[config.mk]
export PLATFORM = sky130hd
export DESIGN_NAME = state_code_serializer_flat
export DESIGN_NICKNAME = d
export VERILOG_FILES = /design/src/rtl/state_code_serializer_if.sv /design/src/rtl/state_code_serializer.sv /design/src/flat_wrapper.sv
export SDC_FILE = /design/constraint.sdc
export NUM_CORES = 1
export LEC_CHECK = 0
export CELL_PAD_IN_SITES_DETAIL_PLACEMENT = 1
export CELL_PAD_IN_SITES_GLOBAL_PLACEMENT = 1
export CORE_UTILIZATION = 37
export CTS_CLUSTER_SIZE = 30
export DETAILED_ROUTE_END_ITERATION = 12
export GPL_TIMING_DRIVEN = 0
export MAX_ROUTING_LAYER = met4
export PLACE_DENSITY = 0.82
export SETUP_SLACK_MARGIN = 0.15
export SKIP_CTS_REPAIR_TIMING = 1
export SYNTH_ARGS = -nofsm -noshare
export SYNTH_HDL_FRONTEND = slang
export SYNTH_SLANG_ARGS = --single-unit
export TNS_END_PERCENT = 10
[constraint.sdc]
create_clock -name clk -period 2.9 [get_ports clk]
set_clock_uncertainty 0.05 [all_clocks]
set_input_delay 0.29 -clock clk [delete_from_list [all_inputs] [get_ports clk]]
set_output_delay 0.29 -clock clk [all_outputs]
set_load 0.05 [all_outputs]
[src/rtl/state_code_serializer_if.sv]
// ----------------------------------------------------------------------------
// state_code_serializer_if
//   Bundles the frame request handshake and the 3-bit state-code bus of the
//   state-code link transmitter.
//
//   Signals
//     start       frame request, accepted only while ready=1
//     dataIn      WIDTH-bit frame data, sampled on the accepting cycle
//     ready       1 = transmitter idle, start will be accepted
//     state       3-bit code bus (IDLE=001 S0=010 S1=100 S2=110 S3=101)
//     stateValid  1 while state carries a data/parity symbol
//     done        1-cycle pulse when a frame completes
//
//   Modports
//     master  frame source (drives start/dataIn, observes the bus)
//     slave   serializer (samples start/dataIn, drives the bus)
// ----------------------------------------------------------------------------
interface state_code_serializer_if #(
    parameter int WIDTH = 8
);
    logic             start;
    logic [WIDTH-1:0] dataIn;
    logic             ready;
    logic [2:0]       state;
    logic             stateValid;
    logic             done;

    modport master (
        output start,
        output dataIn,
        input  ready,
        input  state,
        input  stateValid,
        input  done
    );

    modport slave (
        input  start,
        input  dataIn,
        output ready,
        output state,
        output stateValid,
        output done
    );
endinterface

[src/rtl/state_code_serializer.sv]
// ----------------------------------------------------------------------------
// state_code_serializer
//   Transmit side of the 3-bit state-code link. A parallel word is shifted out
//   MSB first, one code per bit, each code held BIT_CYCLES clocks. A 0 bit is
//   sent as S0/S1 and a 1 bit as S2/S3, alternating per bit so that repeated
//   bits still change the bus. The bus rests at IDLE between frames.
//
//   Parameters
//     WIDTH       data bits per frame (>=1)
//     BIT_CYCLES  clocks each code is held (>=1)
//
//   Ports
//     clk   in   rising-edge clock
//     rst   in   synchronous reset, active-high
//     bus   slave modport of state_code_serializer_if (start, dataIn, ready,
//           state, stateValid, done)
//
//   Build option
//     STATE_SER_PARITY_EN  when defined, an extra even-parity symbol (PAR)
//                          follows the data bits; frame = WIDTH+1 symbols.
//                          When undefined there is no PAR state or parity
//                          logic; frame = WIDTH symbols.
// ----------------------------------------------------------------------------
module state_code_serializer #(
    parameter int WIDTH      = 8,
    parameter int BIT_CYCLES = 1
) (
    input  logic                   clk,
    input  logic                   rst,
    state_code_serializer_if.slave bus
);

    localparam logic [2:0] CODE_IDLE = 3'b001;
    localparam logic [2:0] CODE_S0   = 3'b010;
    localparam logic [2:0] CODE_S1   = 3'b100;
    localparam logic [2:0] CODE_S2   = 3'b110;
    localparam logic [2:0] CODE_S3   = 3'b101;

    localparam int BW = $clog2(WIDTH + 1);
    localparam int HW = $clog2(BIT_CYCLES + 1);

    localparam logic [BW-1:0] BIT_LAST  = BW'(WIDTH - 1);
    localparam logic [HW-1:0] HOLD_LAST = HW'(BIT_CYCLES - 1);

    typedef enum logic [1:0] {
        ST_IDLE,
        ST_SEND
`ifdef STATE_SER_PARITY_EN
        , ST_PAR
`endif
    } fsm_t;

    // Bit value plus alternation phase select one of the four symbol codes.
    function automatic logic [2:0] code_of(input logic b, input logic a);
        case ({b, a})
            2'b00:   code_of = CODE_S0;
            2'b01:   code_of = CODE_S1;
            2'b10:   code_of = CODE_S2;
            default: code_of = CODE_S3;
        endcase
    endfunction

    fsm_t             fsm_q;
    fsm_t             fsm_d;
    logic [WIDTH-1:0] shift_q;
    logic             alt_q;
    logic [BW-1:0]    bit_cnt_q;
    logic [HW-1:0]    hold_cnt_q;
    logic             done_q;
`ifdef STATE_SER_PARITY_EN
    logic             parity_q;
`endif

    logic hold_end;
    logic last_bit;

    // ------------------------------------------------------------------
    // Next-state and output decode
    // ------------------------------------------------------------------
    always_comb begin
        // NOTE: every signal gets a default before the case so no path can
        // leave it unassigned and infer a latch.
        fsm_d          = fsm_q;
        bus.state      = CODE_IDLE;
        bus.stateValid = 1'b0;
        bus.ready      = 1'b0;
        bus.done       = 1'b0;
        hold_end       = (hold_cnt_q == HOLD_LAST);
        last_bit       = (bit_cnt_q == BIT_LAST);

        unique case (fsm_q)
            ST_IDLE: begin
                bus.ready = 1'b1;
                // done_q is only ever set on the edge that enters IDLE, so
                // this yields exactly one pulse per completed frame.
                bus.done  = done_q;
                if (bus.start) begin
                    fsm_d = ST_SEND;
                end
            end
            ST_SEND: begin
                bus.state      = code_of(shift_q[WIDTH-1], alt_q);
                bus.stateValid = 1'b1;
                if (hold_end && last_bit) begin
`ifdef STATE_SER_PARITY_EN
                    fsm_d = ST_PAR;
`else
                    fsm_d = ST_IDLE;
`endif
                end
            end
`ifdef STATE_SER_PARITY_EN
            ST_PAR: begin
                bus.state      = code_of(parity_q, alt_q);
                bus.stateValid = 1'b1;
                if (hold_end) begin
                    fsm_d = ST_IDLE;
                end
            end
`endif
            default: begin
                fsm_d = ST_IDLE;
            end
        endcase
    end

    // ------------------------------------------------------------------
    // State register and datapath
    // ------------------------------------------------------------------
    // NOTE: sequential state uses non-blocking assignments so every register
    // samples the pre-edge values regardless of statement order.
    always_ff @(posedge clk) begin
        if (rst) begin
            // NOTE: the shift register is cleared too, so a dropped frame
            // leaves no stale data behind; it is a handful of flops, not RAM.
            fsm_q      <= ST_IDLE;
            shift_q    <= '0;
            alt_q      <= 1'b0;
            bit_cnt_q  <= '0;
            hold_cnt_q <= '0;
            done_q     <= 1'b0;
`ifdef STATE_SER_PARITY_EN
            parity_q   <= 1'b0;
`endif
        end else begin
            fsm_q  <= fsm_d;
            done_q <= (fsm_q != ST_IDLE) && (fsm_d == ST_IDLE);

            unique case (fsm_q)
                ST_IDLE: begin
                    if (bus.start) begin
                        shift_q    <= bus.dataIn;
                        alt_q      <= 1'b0;
                        bit_cnt_q  <= '0;
                        hold_cnt_q <= '0;
`ifdef STATE_SER_PARITY_EN
                        parity_q   <= ^bus.dataIn;
`endif
                    end
                end
                ST_SEND: begin
                    if (hold_end) begin
                        hold_cnt_q <= '0;
                        // alt also flips after the last bit: the parity
                        // symbol continues the alternation.
                        alt_q      <= ~alt_q;
                        shift_q    <= shift_q << 1;
                        // Counter saturates on the last bit; it is cleared
                        // at the next acceptance, so it never wraps.
                        if (!last_bit) begin
                            bit_cnt_q <= bit_cnt_q + 1'b1;
                        end
                    end else begin
                        hold_cnt_q <= hold_cnt_q + 1'b1;
                    end
                end
`ifdef STATE_SER_PARITY_EN
                ST_PAR: begin
                    if (hold_end) begin
                        hold_cnt_q <= '0;
                    end else begin
                        hold_cnt_q <= hold_cnt_q + 1'b1;
                    end
                end
`endif
                default: begin
                    hold_cnt_q <= '0;
                end
            endcase
        end
    end

endmodule

[src/flat_wrapper.sv]
// flat-port wrapper written by rule: the top's interface ports become plain ports
module state_code_serializer_flat 
#(
    parameter int WIDTH      = 8,
    parameter int BIT_CYCLES = 1
)
  (clk, rst, bus_start, bus_dataIn, bus_ready, bus_state, bus_stateValid, bus_done);
  state_code_serializer_if #(.WIDTH(WIDTH)) bus_i ();
  input  logic clk;
  input  logic rst;
  input wire logic [$bits(bus_i.start)-1:0] bus_start;
  input wire logic [$bits(bus_i.dataIn)-1:0] bus_dataIn;
  output wire logic [$bits(bus_i.ready)-1:0] bus_ready;
  output wire logic [$bits(bus_i.state)-1:0] bus_state;
  output wire logic [$bits(bus_i.stateValid)-1:0] bus_stateValid;
  output wire logic [$bits(bus_i.done)-1:0] bus_done;
  assign bus_i.start = bus_start;
  assign bus_i.dataIn = bus_dataIn;
  assign bus_ready = bus_i.ready;
  assign bus_state = bus_i.state;
  assign bus_stateValid = bus_i.stateValid;
  assign bus_done = bus_i.done;
  state_code_serializer #(.WIDTH(WIDTH), .BIT_CYCLES(BIT_CYCLES)) u_core (.clk(clk), .rst(rst), .bus(bus_i));
endmodule
# After elaboration in Yosys (flattened, before gate mapping)
# Index checks and enable logic that the tools add are counted.
totals:
  wordCells: 46
  regBits: 17
op_classes:
  add_sub_neg: 2
  n_bitwise: 2
  n_reduce_logical: 9
  muxes: 20
  n_eq_ne: 7
op_table:
  columns: ["operator", "n"]
  rows:
  - ["2-to-1 mux 8 bit", 2]
  - ["one-hot mux 8 bit (2 select lines)", 1]
  - ["2-to-1 mux 4 bit", 3]
  - ["one-hot mux 3 bit (3 select lines)", 1]
  - ["one-hot mux 4 bit (2 select lines)", 1]
  - ["logical NOT 2 bit", 3]
  - ["2-to-1 mux 1 bit", 6]
  - ["!= test 2 bit (second input constant)", 3]
  - ["adder 4 x 1 -> 4 bit (second input constant)", 1]
  - ["equality test 2 x 1 -> 1 bit (second input constant)", 2]
  - ["equality test 4 x 3 -> 1 bit (second input constant)", 1]
  - ["2-to-1 mux 2 bit", 2]
  - ["one-hot mux 1 bit (2 select lines)", 2]
  - ["one-hot mux 2 bit (2 select lines)", 1]
  - ["AND reduction 4 bit", 1]
  - ["nonzero test 2 bit", 2]
  - ["2-to-1 mux 3 bit", 1]
  - ["AND reduction 3 bit", 1]
  - ["equality test 2 bit (second input constant)", 1]
  - ["logical AND 1 bit", 2]
  - ["inverter 1 bit", 2]
  - ["adder 1 bit (second input constant)", 1]

# Longest topological paths before layout
depth:
  depth_word: 6
  ltp_mapped: 5
  depth_no_buf: 4

# Worst setup path before layout
# No wires, ideal clock.
synth_path:
  path_kind: "flip-flop to output port"
  from: "reg u_core.fsm_q[0]"
  to: "out bus_state[0]"
  path_stages_with_launch: 3
  slack_ps: 716
  n_path_buf: 0
  t_arrival_ps: 1844
  path_cell_list: "dfxtp_1 nor2b_1 nand2_1"
synth_via:
  elab_chain_cells: 2
synth_lines:
  columns: ["element", "line_no", "rtl"]
  rows:
  - ["start, declared", "state_code_serializer.sv:63", "fsm_t fsm_q;"]
  - ["start signal, assigned", "state_code_serializer.sv:146", "fsm_q <= fsm_d;"]
  - ["equality test 2 x 1 -> 1 bit", "state_code_serializer.sv:91", "unique case (fsm_q)"]
  - ["2-to-1 mux 3 bit", "state_code_serializer.sv:91", null]
  - ["end, declared", "flat_wrapper.sv:14", "output wire logic [$bits(bus_i.state)-1:0] bus_state;"]
# Every way passes these cells.

# Worst setup path in the final report
layout_path:
  from: "reg u_core.fsm_q[0]"
  to: "out bus_state[2]"
# The elaborated chain is that of the path after synthesis.

==> metrics.txt <==
final setup TNS 0 ns; CTS Buf Count 3; Die X 45.01 um; CP peak stage delay 0.79 ns; Post-synth EDFFs 0; Crit path max-delay family buffers and inverters; ys async rst share 0; routability congestion estimate 0.7596; crit-path max FO 7; share of cells above drive strength 1 0.06186; cell area after synthesis 684.4 um^2; Final Instance Area 912.1 um^2; Psw 0.0001194 W; critical path depth 3; Die ar. 0.002026 mm^2; placed inst area 875.8 um^2; Area growth syn-to-layout 33.27%; final slew viol count 0; r2r worst-path depth 5; initial antenna violation count 0; sw frac 0.2595; fin nets 110; Worst setup SP type register; Primary FF master, synth dfxtp_1; TritonRoute pass-1 iters 3; slowest CP cell clkdlybuf4s50_1; Top Ports 17; total track usage 0.1921; n_diodes 0; Initial Util 0.3964; Post-Route WL 1.596 mm; vias in the first global route 618; Worst VDD drop 0.2626 mV; Tmin final 2.373 ns; CTS tree built; Tightest Pin Transition 0.5486 ns; Clock Pin Slew Worst Setup and Hold Paths 0.09 ns; largest net degree at the start of global routing 11; fillers 210; leakage 0.3317 nW; Clock power frac 0.322; Yosys reg bits 16; CP Cell Sequence nor2b_1 -> o21a_1 -> clkdlybuf4s50_1; hold path cells 2; dpl hpwl 1.210 mm; Crit path arrival time 2.03 ns; total grt overflow 0; first-pass GRT wire length 2.684 mm; DR DRC count 0; RSZ-0062 raised after global routing false; Post-Syn Area per Cell 8.888 um^2; fin crit share 0.8184; core area 0.001727 mm^2; post-route ant nets 0; Comb pwr share 0.156; Die Y 45.01 um; Final setup violation count 0; critical path type reg2out; clk sinks 16; Synth cell types 30; Clock Tree Buf Depth 2; Peak Freq 421.4 MHz; sequential power share 0.523; Syn Nets 89; internal power component 0.0003408 W; cell count after synthesis 77; Seq/Total Area, Yosys 0.4680; Final Hold Viols 0; Root Buffer clkbuf_4; PwrDens 504.5 mW/mm^2; Critical Path Sink Type primary output; WL/cell 13.08 um; number of vias per cell 5.164; worst skew pair latency 0.29 ns; via count 630; synth warn 0; 1st-iter DRT viols 13; PortBufs 16; status finished, final reports clean; Tightest Hold Check Type reg2reg; FP Rows 15; Buf/Inv on CP 1; max cap viols 0; CTS H-Tree Depth 1; required arrival time at the worst endpoint 2.56 ns; max_slew headroom 0.6335
## flip-flops by register name, indices dropped and copies added (netlist names)
register          count
u_core.bit_cnt_q      4
u_core.alt_q          1
u_core.done_q         1
u_core.fsm_q          2
u_core.shift_q        8
## worst reg2reg max path, cell delays in order (launching register included)
cell     delay [ns]
dfxtp_1        0.34
ha_1           0.25
and4b_1        0.23
buf_6          0.13
or4_1          0.46
a21oi_1        0.14
## metrics by stage
step | hold slack [ns] | worst slack (ns) | total power, W | cells | util
after floorplan | 0.3171 | 0.7158 | 0.0002866 | 77 | -
after global placement | 0.4278 | 0.8527 | 0.0003149 | 118 | 0.5072
after detailed placement | 0.4327 | 0.8392 | 0.0003180 | 118 | 0.5072
after CTS | 0.4556 | 0.5067 | 0.0004664 | 122 | 0.5283
after global routing | 0.4773 | 0.4286 | 0.0004814 | 122 | 0.5283
final | 0.4500 | 0.5268 | 0.0004602 | 122 | 0.5283
## metal layers
metal,track usage,vias up,wire [um]
met1,0.2118,284,763
met2,0.3130,12,741
li1,-,329,-
met4,0.09091,0,31
met5,-,-,0
met3,0.06000,5,60
## cells in the final DEF (no fill, tap or decap)
cell type	count
clkdlybuf4s50_1	16
dfxtp_1	16
nor2_1	11
a211oi_1	8
o22ai_1	7
nor3_1	4
a21oi_1	4
nand2_1	3
clkbuf_4	3
clkbuf_1	2
nor2b_1	1
inv_2	1
and2_1	1
o21a_1	1
inv_1	1
nand2b_1	1
o21ba_1	1
o21bai_1	1
a32oi_1	1
and4b_1	1
buf_6	1
a21o_1	1
o2111a_1	1
o21ai_1	1
o211ai_1	1
o21ai_0	1
or3_1	1
nand3_1	1
o31ai_1	1
or4_1	1
ha_1	1
clkbuf_8	1
conb_1	1
## logic make-up (layout without fill, tap and decap cells)
group,Yosys count,in the layout,share of synthesized area
and+or+nand+nor,25,25,0.1755
AOI/OAI and AO/OA,29,29,0.2943
adders and majority gates,1,1,0.01828
other,1,1,0.005479
DFF,16,16,0.4680
buffers and inverters,5,25,0.03838
## Yosys cell counts (2+ instances only)
cell type	n	area, um^2
a211oi_1	8	60.06
a21oi_1	4	20.02
clkbuf_1	2	7.510
dfxtp_1	16	320.3
nand2_1	3	11.26
nor2_1	11	41.29
nor3_1	4	20.02
o22ai_1	7	43.79
## power groups by stage
stage	sequential, W	combinational [W]	clock [W]
after floorplan	0.000243	0.0000435	0
after global placement	0.000245	0.0000700	0
after detailed placement	0.000246	0.0000723	0
after CTS	0.000241	0.0000724	0.000153
after global routing	0.000242	0.0000785	0.000161
final	0.000240	0.0000716	0.000148
## layout make-up
class | count | area (um^2) | share of cell area
clock buffers | 4 | 36.28 | 0.03978
plain buffers | 3 | 18.77 | 0.02058
well taps | 25 | 31.28 | 0.03429
multi-input cells | 56 | 337.8 | 0.3704
inverters | 2 | 7.507 | 0.008230
repair buffers | 16 | 160.2 | 0.1756
flip-flops and latches | 16 | 320.3 | 0.3512
## final timing paths
check / start / to / slack [ns]
setup / recovery: u_core.fsm_q[0] / bus_state[2] / 0.53
hold / removal: u_core.shift_q[0] / u_core.shift_q[0] / 0.45
setup reg to reg: u_core.bit_cnt_q[0] / u_core.bit_cnt_q[3] / 1.25
hold reg to reg: u_core.shift_q[0] / u_core.shift_q[0] / 0.45
No activity file was read; power rests on OpenSTA's default activity.
